$ cat src/rtl/sw_conditioner.sv
// sw_conditioner: per-channel switch debouncer producing a clean level, rise/fall pulses and a toggle.
// Optional macro SW_TOGGLE_EN builds the sw_toggle flops; when undefined sw_toggle is tied to 0.
module sw_conditioner #(
  parameter int N_SW         = 2,
  parameter int DEBOUNCE_CYC = 16
) (
  input  logic            CLK,
  input  logic            NRST,
  input  logic [N_SW-1:0] sw_raw,
  output logic [N_SW-1:0] sw_level,
  output logic [N_SW-1:0] sw_rise,
  output logic [N_SW-1:0] sw_fall,
  output logic [N_SW-1:0] sw_toggle
);

  localparam int              CW      = $clog2(DEBOUNCE_CYC + 1);
  localparam logic [CW-1:0]   DEB     = CW'(DEBOUNCE_CYC);
  localparam logic [CW-1:0]   CNT_MAX = {CW{1'b1}};

  typedef enum logic [1:0] {
    STABLE_LO = 2'd0,
    CHK_HI    = 2'd1,
    STABLE_HI = 2'd2,
    CHK_LO    = 2'd3
  } state_t;

  logic [N_SW-1:0] r_sync1;
  logic [N_SW-1:0] r_sync2;
  logic [N_SW-1:0] r_level;
  logic [N_SW-1:0] r_rise;
  logic [N_SW-1:0] r_fall;
  logic [N_SW-1:0] w_level_next;
  logic [N_SW-1:0] w_rise_next;

  always_ff @(posedge CLK or negedge NRST) begin
    if (!NRST) begin
      r_sync1 <= '0;
      r_sync2 <= '0;
    end else begin
      r_sync1 <= sw_raw;
      r_sync2 <= r_sync1;
    end
  end

  genvar gi;
  generate
    for (gi = 0; gi < N_SW; gi++) begin : g_ch
      state_t          r_state;
      state_t          w_state_next;
      logic [CW-1:0]   r_cnt;
      logic [CW-1:0]   w_cnt_next;
      logic [CW-1:0]   w_cnt_inc;

      assign w_cnt_inc = (r_cnt == CNT_MAX) ? r_cnt : r_cnt + CW'(1);

      always_ff @(posedge CLK or negedge NRST) begin
        if (!NRST) begin
          r_state <= STABLE_LO;
          r_cnt   <= '0;
        end else begin
          r_state <= w_state_next;
          r_cnt   <= w_cnt_next;
        end
      end

      always_comb begin
        w_state_next = r_state;
        w_cnt_next   = r_cnt;
        case (r_state)
          STABLE_LO: begin
            if (r_sync2[gi]) begin
              w_state_next = CHK_HI;
              w_cnt_next   = CW'(1);
            end
          end
          CHK_HI: begin
            if (!r_sync2[gi]) begin
              w_state_next = STABLE_LO;
              w_cnt_next   = '0;
            end else if (w_cnt_inc >= DEB) begin
              w_state_next = STABLE_HI;
              w_cnt_next   = '0;
            end else begin
              w_cnt_next   = w_cnt_inc;
            end
          end
          STABLE_HI: begin
            if (!r_sync2[gi]) begin
              w_state_next = CHK_LO;
              w_cnt_next   = CW'(1);
            end
          end
          CHK_LO: begin
            if (r_sync2[gi]) begin
              w_state_next = STABLE_HI;
              w_cnt_next   = '0;
            end else if (w_cnt_inc >= DEB) begin
              w_state_next = STABLE_LO;
              w_cnt_next   = '0;
            end else begin
              w_cnt_next   = w_cnt_inc;
            end
          end
          default: begin
            w_state_next = STABLE_LO;
            w_cnt_next   = '0;
          end
        endcase
      end

      // Level is decoded from the current state and registered once more below.
      assign w_level_next[gi] = (r_state == STABLE_HI) || (r_state == CHK_LO);
    end
  endgenerate

  assign w_rise_next = w_level_next & ~r_level;

  always_ff @(posedge CLK or negedge NRST) begin
    if (!NRST) begin
      r_level <= '0;
      r_rise  <= '0;
      r_fall  <= '0;
    end else begin
      r_level <= w_level_next;
      r_rise  <= w_rise_next;
      r_fall  <= ~w_level_next & r_level;
    end
  end

  assign sw_level = r_level;
  assign sw_rise  = r_rise;
  assign sw_fall  = r_fall;

`ifdef SW_TOGGLE_EN
  logic [N_SW-1:0] r_toggle;

  always_ff @(posedge CLK or negedge NRST) begin
    if (!NRST) begin
      r_toggle <= '0;
    end else begin
      r_toggle <= r_toggle ^ w_rise_next;
    end
  end

  assign sw_toggle = r_toggle;
`else
  assign sw_toggle = '0;
`endif

endmodule
$ cat config.mk
export PLATFORM = sky130hd
export DESIGN_NAME = sw_conditioner
export DESIGN_NICKNAME = d
export VERILOG_FILES = /design/src/rtl/sw_conditioner.sv
export SDC_FILE = /design/constraint.sdc
export NUM_CORES = 1
export LEC_CHECK = 0
export BUFFER_PORTS_ARGS = -buffer_cell sky130_fd_sc_hd__buf_2
export CAP_MARGIN = 20
export CORE_MARGIN = 5
export CORE_UTILIZATION = 59
export DETAILED_ROUTE_END_ITERATION = 12
export PLACE_DENSITY = 0.85
export SLEW_MARGIN = 20
export SYNTH_ARGS = -nofsm -noshare
export SYNTH_HDL_FRONTEND = slang
export SYNTH_SLANG_ARGS = --single-unit
$ cat constraint.sdc
create_clock -name CLK -period 3.8 [get_ports CLK]
set_input_delay 0.76 -clock CLK [delete_from_list [all_inputs] [get_ports CLK]]
set_output_delay 0.76 -clock CLK [all_outputs]
set_load 0.02 [all_outputs]
==> impl_metrics.py <==
metrics = {
    "place": {
        "dpl.hpwl_um": 1109,
        "gp_congestion": 0.7715,
        "pre_cts_ws_ns": 2.252,
        "io_buffers": 9,
    },
    "synth": {
        "ys_ff_latch": 24,
        "avgSynthCellArea_sq_um": 12.28,
        "synthTopCellsByArea": "dfrtp_1, xor2_2, ha_1, mux2_2, nand3b_1",
        "synth.distinct_cells": 33,
        "yosys.area.top_type": "dfrtp_1",
        "yosys_warnings": 0,
        "netlist_area_sq_mm": 0.001007,
        "synth.top_cell.area_share_pct": 59.63,
        "ys_seq_area_share_pct": 59.63,
        "synthCells": 82,
    },
    "grt": {
        "antenna_found_initial": 0,
        "grt_pass1_vias": 638,
        "track_usage_pct": 14.21,
        "grt_pass1_wl_um": 2787,
        "grt_max_degree": 25,
        "overflow": 0,
    },
    "timing": {
        "fin_crit_ns": 1.645,
        "fmax_mhz": 608.0,
        "slew_violations": 0,
        "finalClockSkew_ns": 0.001438,
        "hold_viol_final": 0,
        "worst_slack_ns": 2.155,
        "finalCritPeriodShare_pct": 43.28,
        "fin_tns_setup_ns": 0,
        "worstMarginPinSlew_ns": 0.5023,
        "relSlewSlack_pct": 66.51,
        "rsz0062_at_grt": "no",
        "setup_viol": 0,
    },
    "route": {
        "drt_iter0_drc": 9,
        "vias": 632,
        "drc": 0,
        "wl_per_cell_um": 14.47,
        "ant_nets": 0,
        "vias_per_cell": 5.852,
        "dr.pass1.iters": 5,
        "postRouteWirelength_um": 1563,
    },
    "floorplanning": {
        "coreArea_sq_mm": 0.001670,
        "placementRows": 15,
        "die_h_um": 51.32,
        "dieArea_sq_mm": 0.002633,
        "ioPinCount": 12,
        "start_util_pct": 60.30,
        "die_width_um": 51.32,
    },
    "worst_setup_path": {
        "crit_type": "reg2out",
        "cp.depth": 1,
        "startpoint_type": "flop",
        "critPathCaptureType": "output pin",
        "reg2reg_from": "g_ch[0].r_cnt[0]$_DFFE_PN0P_",
        "regToRegSetupSlack_ns": 2.24,
        "cp_max_fo": 3,
        "required_ns": 3.04,
        "rr_worst_depth": 4,
        "cp_cell_sequence": "buf_2",
        "crit_path_max_incr_delay_ns": 0.41,
        "startpoint": "sw_level[0]$_DFF_PN0_",
        "arrival_ns": 0.88,
        "path_buf_inv": 1,
        "critPathSlowestCell": "dfrtp_1",
        "cp_top_family": "flip-flops",
    },
    "min_path": {
        "whs_path_depth": 0,
        "holdCritPathClass": "reg2reg",
        "worstHoldStart": "r_sync1[0]$_DFF_PN0_",
    },
    "finish": {
        "n_fill_cell": 119,
        "layout_common_cells": "dfrtp_1, buf_2, o21ai_0, inv_1",
        "final_common_cell": "dfrtp_1",
        "fin_nets": 98,
        "drive_gt1_share_pct": 23.08,
        "synthToLayoutAreaGrowth_pct": 7.702,
        "diodes": 0,
    },
    "clocking": {
        "htreeDepth": 1,
        "numCtsBuffers": 3,
        "hold_buffers": 0,
        "cts-resized-gates": 0,
        "cts-root-to-sink-buffers": 2,
        "cts_tree": "built",
        "clk_pin_slew_ns": 0.12,
        "root_buffer": "clkbuf_4",
        "clock_sink_count": 24,
        "clock_latency_ns": 0.31,
        "postCtsSetupBuffers": 0,
    },
    "power": {
        "peakVddDrop_mv": 0.3051,
        "p_per_area_mw_per_mm2": 419.5,
        "leakage_nw": 0.5275,
    },
    "run": {
        "max_cap_violations": 0,
    },
    "run_status": {
        "outcome": "finished clean",
    },
}
## state kept, by name, indices dropped and copies added, names as in the netlist, named ones only
name,flops
r_sync2,2
g_ch.r_state,2
g_ch.r_cnt,10
sw_rise,2
sw_level,2
r_sync1,2
sw_fall,2
## synthesized netlist by cell type, drive strengths merged
master,instances
a21oi,2
a22oi,1
a31o,1
a31oi,2
and2,2
and2b,2
and3,2
buf,4
clkbuf,1
conb,1
dfrtp,24
ha,2
inv,4
mux2,2
nand2,3
nand3,3
nand3b,3
nand4,3
nor2,1
nor2b,3
nor3b,1
o2111ai,1
o211ai,1
o21a,1
o21ai,4
o31ai,1
o32ai,1
or2,1
xnor2,2
xor2,3
## power breakdown
part	internal, W	leakage, nW	switching [W]	total [W]
clock	0.0000586	0.0210	0.0000722	0.000131
combinational	0.0000160	0.192	0.0000229	0.0000389
sequential	0.000269	0.314	0.0000164	0.000285
total	0.000344	0.528	0.000112	0.000455
## final timing paths
path / end
max: sw_level[0]
min: r_sync2[0]$_DFF_PN0_
max reg2reg: flop
min reg2reg: r_sync2[0]$_DFF_PN0_
max in group asynchronous: sw_rise[1]$_DFF_PN0_
min in group asynchronous: g_ch[1].r_state[0]$_DFFE_PN0P_
## cell families after synthesis
| logic type | share of synthesized area [%] |
|---|---|
| XOR/XNOR | 5.839 |
| adder cells (fa/ha/maj) | 2.484 |
| flip-flops | 59.63 |
| buffers and inverters | 4.347 |
| multiplexers | 2.236 |
| AND/OR/NAND/NOR | 14.53 |
| AO/OA/AOI/OAI | 10.56 |
| other | 0.3723 |
## metal layers
metal / track usage [%] / vias up / wire length, um
li1: - / 296 / -
met1: 19.34 / 312 / 722
met2: 21.89 / 18 / 728
met3: 2.915 / 6 / 75
met4: 6.550 / 0 / 38
met5: 0 / - / 0
## cell type report
cell class / instances / area (sq um) / share of cell area [%]
sequential: 24 / 600.6 / 55.36
multi-input combinational: 50 / 366.6 / 33.79
timing repair buffer: 9 / 45.04 / 4.152
clock buffer: 4 / 36.28 / 3.345
tap: 17 / 21.27 / 1.961
inverter: 4 / 15.01 / 1.384
## per-stage QoR
| step | power [W] | hold WS (ns) | instances | util [%] | cell area (sq um) |
|---|---|---|---|---|---|
| global placement | 0.0003249 | 0.3363 | 104 | 62.77 | 1049 |
| detailed placement | 0.0003286 | 0.3457 | 104 | 62.77 | 1049 |
| floorplan | 0.0003154 | 0.3312 | 83 | - | 1011 |
| finish | 0.0004551 | 0.3728 | 108 | 64.94 | 1085 |
| global route | 0.0004763 | 0.3821 | 108 | 64.94 | 1085 |
| CTS | 0.0004584 | 0.3762 | 108 | 64.94 | 1085 |
No activity file was read; power rests on OpenSTA's default activity.
